`src/rtl/bist_pkg.sv`:
```
// Shared types and constants for the cell BIST controller family:
// sequencer states, LFSR/MISR widths and their feedback polynomials.
package bist_pkg;

    localparam int LFSR_W = 8;
    localparam int SIG_W  = 16;

    localparam logic [SIG_W-1:0]  MISR_POLY = 16'h1021;
    localparam logic [LFSR_W-1:0] LFSR_TAPS = 8'hB8;

    // Prefixed literals keep the names clear of the SEED parameter and DONE port.
    typedef enum logic [1:0] {
        ST_IDLE,
        ST_SEED,
        ST_RUN,
        ST_DONE
    } bist_state_e;

    // Fibonacci shift-left step for x^8+x^6+x^5+x^4+1 (taps on bits 7,5,4,3).
    function automatic logic [LFSR_W-1:0] lfsr_step(input logic [LFSR_W-1:0] l);
        return {l[LFSR_W-2:0], ^(l & LFSR_TAPS)};
    endfunction

endpackage

```
`src/rtl/bist_misr.sv`:
```
// 16-bit multiple-input signature register with synchronous clear and enable.
// sig_next is exported so a controller can judge the final signature on the same edge.
module bist_misr
    import bist_pkg::*;
#(
    parameter int RSP_W = 1
) (
    input  logic             clk,
    input  logic             rst,
    input  logic             clear,
    input  logic             enable,
    input  logic [RSP_W-1:0] rsp,
    output logic [SIG_W-1:0] sig,
    output logic [SIG_W-1:0] sig_next
);

    always_comb begin
        sig_next = {sig[SIG_W-2:0], 1'b0}
                 ^ (sig[SIG_W-1] ? MISR_POLY : '0)
                 ^ SIG_W'(rsp);
    end

    // NOTE: sequential state is updated with non-blocking assignments only, so every
    // register samples pre-edge values regardless of block ordering.
    always_ff @(posedge clk) begin
        if (rst || clear) begin
            sig <= '0;
        end else if (enable) begin
            sig <= sig_next;
        end
    end

endmodule

```
`src/rtl/cell_bist_ctrl.sv`:
```
// BIST sequencer for a combinational cell: LFSR stimulus, MISR compaction of the
// response, and a final signature compare against EXP_SIG.
module cell_bist_ctrl
    import bist_pkg::*;
#(
    parameter int               PAT_W = 2,
    parameter int               RSP_W = 1,
    parameter int               NPAT  = 255,
    parameter logic [LFSR_W-1:0] SEED = 8'h01
) (
    input  logic             CLK,
    input  logic             RST,
    input  logic             START,
    input  logic [SIG_W-1:0] EXP_SIG,
    input  logic [RSP_W-1:0] RSP,
    output logic [PAT_W-1:0] PAT,
    output logic             BUSY,
    output logic             DONE,
    output logic             PASS,
    output logic [SIG_W-1:0] SIG
);

    if (NPAT < 1 || NPAT > 65535) begin : g_bad_npat
        $error("cell_bist_ctrl: NPAT must be in 1..65535");
    end
    if (SEED == '0) begin : g_bad_seed
        $error("cell_bist_ctrl: SEED must be non-zero");
    end
    if (PAT_W < 1 || PAT_W > LFSR_W || RSP_W < 1 || RSP_W > SIG_W) begin : g_bad_width
        $error("cell_bist_ctrl: PAT_W or RSP_W out of range");
    end

    bist_state_e       state_q, state_d;
    logic [LFSR_W-1:0] lfsr_q;
    logic [15:0]       count_q;
    logic              pass_q;
    logic              misr_clear;
    logic              misr_en;
    logic              last_pat;
    logic [SIG_W-1:0]  sig_next;

    assign last_pat = (count_q == 16'(NPAT - 1));

    // NOTE: every signal written here gets a default first, so no path leaves it
    // unassigned and no latch is inferred.
    always_comb begin
        state_d    = state_q;
        misr_clear = 1'b0;
        misr_en    = 1'b0;
        case (state_q)
            ST_IDLE: if (START) state_d = ST_SEED;
            ST_SEED: begin
                misr_clear = 1'b1;
                state_d    = ST_RUN;
            end
            ST_RUN: begin
                misr_en = 1'b1;
                if (last_pat) state_d = ST_DONE;
            end
            ST_DONE: if (START) state_d = ST_SEED;
            default: state_d = ST_IDLE;
        endcase
    end

    always_ff @(posedge CLK) begin
        if (RST) begin
            state_q <= ST_IDLE;
            lfsr_q  <= SEED;
            count_q <= '0;
            pass_q  <= 1'b0;
        end else begin
            state_q <= state_d;
            case (state_q)
                ST_SEED: begin
                    lfsr_q  <= SEED;
                    count_q <= '0;
                    pass_q  <= 1'b0;
                end
                ST_RUN: begin
                    lfsr_q  <= lfsr_step(lfsr_q);
                    count_q <= count_q + 16'd1;
                    // Judge the signature that includes this cycle's response.
                    if (last_pat) pass_q <= (sig_next == EXP_SIG);
                end
                default: ;
            endcase
        end
    end

    bist_misr #(
        .RSP_W (RSP_W)
    ) u_misr (
        .clk      (CLK),
        .rst      (RST),
        .clear    (misr_clear),
        .enable   (misr_en),
        .rsp      (RSP),
        .sig      (SIG),
        .sig_next (sig_next)
    );

    assign PAT  = lfsr_q[PAT_W-1:0];
    assign BUSY = (state_q == ST_SEED) || (state_q == ST_RUN);
    assign DONE = (state_q == ST_DONE);
    assign PASS = pass_q;

endmodule

```
`config.mk`:
```
export PLATFORM = sky130hd
export DESIGN_NAME = cell_bist_ctrl
export DESIGN_NICKNAME = d
export VERILOG_FILES = /design/src/rtl/bist_pkg.sv /design/src/rtl/bist_misr.sv /design/src/rtl/cell_bist_ctrl.sv
export SDC_FILE = /design/constraint.sdc
export NUM_CORES = 1
export LEC_CHECK = 0
export CORE_MARGIN = 8
export CORE_UTILIZATION = 35
export DETAILED_ROUTE_END_ITERATION = 6
export GPL_ROUTABILITY_DRIVEN = 0
export PLACE_DENSITY = 0.55
export SKIP_LAST_GASP = 1
export SLEW_MARGIN = 25
export SYNTH_ARGS = -nofsm -noshare
export SYNTH_HDL_FRONTEND = slang
export SYNTH_SLANG_ARGS = --single-unit
```
`constraint.sdc`:
```
create_clock -name CLK -period 3.7 [get_ports CLK]
set_clock_uncertainty 0.15 [all_clocks]
set_input_delay 0.925 -clock CLK [delete_from_list [all_inputs] [get_ports CLK]]
set_output_delay 0.925 -clock CLK [all_outputs]
set_load 0.03 [all_outputs]
```
Word level (Yosys, flattened, before mapping)
Cells that the tools add are included.
- bits in registers: 43
- logic and storage cells: 33
- add/sub/neg operators: 1
- equality and inequality tests: 7
- muxes and demuxes: 10
- bitwise gates (word level): 2
- reduce and logical (&&, ||, !) cells: 8
- operators with widths (cell ; count):
    16-bit one-hot mux with 2 select lines ; 1
    16-bit by 1-bit adder with 16-bit output, second input constant ; 1
    16-bit equality test ; 1
    16-bit by 8-bit equality test with 1-bit output, second input constant ; 1
    8-bit one-hot mux with 2 select lines ; 1
    16-bit by 1-bit bitwise XOR with 16-bit output ; 1
    16-bit bitwise XOR ; 1
    13-bit 2-to-1 mux ; 1
    8-bit parity ; 1
    2-bit one-hot mux with 3 select lines ; 1
    2-bit equality test, second input constant ; 2
    2-bit 2-to-1 mux ; 2
    2-bit AND reduction ; 2
    1-bit 2-to-1 mux ; 3
    2-bit by 1-bit equality test with 1-bit output, second input constant ; 1
    2-bit zero test ; 1
    1-bit logical OR ; 2
    2-bit by 1-bit != test with 1-bit output, second input constant ; 1
    2-bit != test, second input constant ; 1
    1-bit one-hot mux with 2 select lines ; 1
    2-bit nonzero test ; 1
    2-bit OR reduction ; 1

Logic depth before layout (Yosys ltp)
Gate-level depths: netlist of run 1.
- depth in word-level cells: 6
- gate-level depth with buffers: 8

Cells and area by module
Synthesis of run 1 repeated with hierarchy kept, for this count alone.
- cell total of the unflattened synthesis: 243
- area, all modules: 2235.9 um^2
- by module, submodules not included (module ; instances ; cells an instance ; area each (um^2)):
    cell_bist_ctrl ; 1 ; 171 ; 1497.7
    bist_misr ; 1 ; 72 ; 738.2

Least setup slack after synthesis of run 1
Ideal clock, no wire load.
- path kind: flip-flop to output port
- start point: register state_q[0]
- end point: output BUSY
- data arrival time: 1.089 ns
- required time: 2.625 ns
- setup slack: 1.536 ns
- cell stages (with the launch flop): 5
- buffers on the path: 1
- cell sequence: dfxtp_1 inv_1 ha_1 buf_2 inv_1
- word-level cells in the longest chain between the ends: 2
- elaborated cells on any way between the ends: 3
- those cells by class: eq/ne (2); reduce/logical (1)
- RTL lines (what ; line ; text):
    start, declared ; cell_bist_ctrl.sv:33 ; bist_state_e state_q, state_d;
    start signal, assigned ; cell_bist_ctrl.sv:72 ; state_q <= state_d;
    2-bit by 1-bit equality test with 1-bit output or 2-bit equality test (tied branches) ; cell_bist_ctrl.sv:103 ; assign BUSY = (state_q == ST_SEED) || (state_q == ST_RUN);
    1-bit logical OR (*) ; cell_bist_ctrl.sv:103 ;
    end, declared ; cell_bist_ctrl.sv:17 ; output logic BUSY,
Every way passes the cells marked *; elsewhere a longest branch is shown, timed or not.

Worst setup path in the final report of run 1
Ends and elaborated chain as after synthesis.

==> impl_results.md, run 1 <==
* Kind of start point of the critical path: flop
* Initial antenna violation count at 0
* Max-slew headroom at 0.685
* Finished Layout Cells at around 330
* Reg-to-Reg End: count_q[7]
* First-pass GRT wire length at 7590 um
* Flop pwr share at 0.381
* Global route overflow at 0
* CP Buf/Inv Count at 3
* Part of the power in combinational logic at 0.349
* H-Tree Depth at 2
* Psw at around 0.49 mW
* Hold WC Path Type: flop to flop
* Clock sink count at 43
* R2R setup slack at 1480 ps
* Core outline area at 0.00592 sq mm
* Post-Syn Area per Cell at 9.24 sq um
* DRT Pass-1 Iters at 4
* Max layer used: met4
* Pwr per Cell Area at 533 mW/mm^2
* Mapped Area at roughly 0.0022 sq mm
* Root Driver: clkbuf_8
* Crit path max fanout at 16
* Initial drt markers at 76
* Clk_lat worst skew at 290 ps
* Hold WS at 356 ps
* Pins over their slew limit at 0
* Critical Path Max Stage Delay at around 700 ps
* Starting Density at 0.363
* Die Area at about 0.0089 sq mm
* R2R cell count at 7
* Hold Fails Final Rpt at 0
* Detail Placement HPWL at approximately 3300 um
* Via count at between 1500 and 2000
* Async SR Flop Fraction at 0
* Drt total wl at 4440 um
* DIE HEIGHT at 94.4 um
* Lkg Pwr at 0.924 nW
* Post-synthesis adder-cell area fraction at 0.0349
* Worst Hold Depth at 2
* Die extent in x at ~94 um
* Sum Neg Setup Slack at 0 ps
* Ys flop type: dfxtp_1
* Worst vdd ir at roughly 530 uV
* Req. time, crit path at between 2000 and 3000 ps
* DRT antenna net count at 0
* Worst path top cell family by delay: buffers and inverters
* Post-synth cell types at 37
* CP cell instances: inv_1, ha_1, inv_1, clkdlybuf4s50_1
* CP Capture Type: primary output
* Antenna diodes at 0
* Mux contribution to synthesized area at 0.0605
* CP max stage cell: clkdlybuf4s50_1
* Routed wl met2 at 1920 um
* Cts bufs inserted at 5
* Syn. warnings at 0
* Clock Power Share at 0.270
* Top Ports at 41
* Wire per inst at about 13 um
* Vias per std cell at about 4.8
* Top cells by area, synth: dfxtp_1 (40%), xnor2_1 (9.0%), nor2_1 (7.5%)
* Min-delay src: lfsr_q[6]
* Post-synth top area cell: dfxtp_1
* Minimum clock period at 3250 ps
* Fmax at 308 MHz
* PostCTS Resize Cnt at 0
* Postcts setup bufs at 0
* Post-synth EDFFs at 0
* Synthesized Nets at 259
* Critical path arrival at 2170 ps
* P_int at 0.908 mW
* Post-Synthesis Cells at about 230
* Largest family of logic cells by synthesized area: simple AND/OR/NAND/NOR gates
* Status: finished clean
* Slew @ Worst Pin at 470 ps
* # nets final at 283
* Post-placement cell count at 325
* Vias in the first global route at 1538
* Residual DRC at 0
* Register area share after synthesis at 0.400
* Hold endpoint: lfsr_q[7]
* CTS clk-pin slew, worst paths at 80 ps
* CTS Hold Buffers Added at 0
* Layout area overhead at 21.9%
* Synth Register Bits at 43
* Total GRT Usage at 0.102
* Kind of critical path: flop to primary output
* Net Sw Frac at 0.350
* RSZ-0062 raised after global routing: false
* Utilization after layout at 0.443
* PortBufs at 40
* Cell Rows at 28
* M1 WL at 2140 um
* Top-area cell type share of the netlist area at 0.400
* Most frequent CP cell: inv_1
* Largest net degree at the start of global routing at 26
* Compound-Gate Fraction of Synth Area at 0.0802
* Tot Pwr at about 1.4 mW
* Max-Cap Viols at 0
* Critical register-to-register path startpoint: state_q[0]
* Layout cells sized above 1 at 0.0620
* Final cycle utilization of the critical path at 0.878
* Clock tree buffer depth at 2
* Synth Area in Simple Gates at 0.198
* Routed wl met3 at about 330 um
* Xor/xnor cell area share of the yosys netlist at 0.142
* Setup violators final at 0
* CTS tree: yes
==> per-stage QoR <==
stage | instance area, sq um | setup slack [ps]
CTS | 2620 | 422
floorplan | 2150 | 1540
finish | 2620 | 452
detailed placement | 2510 | 744
global placement | 2510 | 783
global route | 2620 | 316
==> metal layers <==
layer | global-route usage | up-vias
met2 | 0.155 | 32
met3 | 0.0325 | 6
met5 | 0 | -
met4 | 0.0238 | 0
met1 | 0.138 | 732
li1 | - | 821
==> synth_stat cells, types with 2 or more instances <==
library cell and n:
dfxtp_1 43, nor2_1 43, xnor2_1 22, buf_4 15, mux2i_1 13, xor2_1 13
nand4_1 10, a22oi_1 8, nand2_1 8, inv_1 7, clkbuf_1 6, ha_1 6
a211oi_1 4, buf_2 4, a21oi_1 3, nor2b_1 3, and3_1 2, nand3_1 2
nor3_1 2, o211ai_1 2
==> worst max-delay path by stage <==
stage / from / to / slack [ps] / depth (start not counted)
6_report: state_q[0] / BUSY / 450 / 4
4_1_cts: state_q[0] / BUSY / 420 / 4
5_1_grt: state_q[0] / BUSY / 320 / 4
3_3_place_gp: state_q[0] / BUSY / 780 / 4
2_1_floorplan: state_q[0] / BUSY / 1540 / 4
3_5_place_dp: state_q[0] / BUSY / 740 / 4
==> tightest hold or removal path: stages (launching register included) <==
cell     delay, ps
dfxtp_1        340
a22oi_1         60
nor2_1          80
==> layout make-up <==
| type | instances | area, sq um |
|---|---|---|
| fillers | 580 | 3300 |
| multi-input cells | 158 | 1110 |
| flip-flops and latches | 43 | 861 |
| repair buffers | 42 | 415 |
| well taps | 75 | 93.8 |
| clock buffers | 6 | 82.6 |
| clock inverters | 2 | 35.0 |
| inverters | 7 | 26.3 |
==> state kept, by name, summed over array words and instances (netlist names) <==
name	count
PASS	1
state_q	2
count_q	16
u_misr.sig	16
lfsr_q	8
==> cell families after synthesis <==
family          after synthesis
flops                        43
compound gates               23
xor+xnor                     35
buf+inv                      32
fa+ha+maj                     6
simple gates                 81
mux                          13
==> cells in the final DEF, fill, tap and decap left out, types with 2 or more instances in the layout <==
master / synthesis / final
o211ai_1: 2 / 2
nor2_1: 43 / 43
nand3_1: 2 / 2
mux2i_1: 13 / 13
inv_1: 7 / 7
clkdlybuf4s50_1: 0 / 40
nand4_1: 10 / 10
buf_4: 15 / 2
a211oi_1: 4 / 4
clkbuf_8: 0 / 6
xnor2_1: 22 / 22
nand2_1: 8 / 8
nor2b_1: 3 / 3
dfxtp_1: 43 / 43
and3_1: 2 / 2
a22oi_1: 8 / 8
xor2_1: 13 / 13
ha_1: 6 / 6
nor3_1: 2 / 2
a21oi_1: 3 / 3
==> power by group through the flow <==
stage                     Combinational [mW]  Clock, mW  Sequential [mW]
after floorplan                        0.375          0            0.534
after global placement                 0.492          0            0.542
after detailed placement               0.492          0            0.543
after CTS                              0.494      0.390            0.533
after global routing                   0.532      0.414            0.540
final                                  0.488      0.377            0.532
(Power assumes the default switching activity.)
==> run 2: changes to the inputs <==
- CAP_MARGIN: not set -> 5
==> results of run 2 <==
Final layout, timing and power as in run 1 (identical DEF).
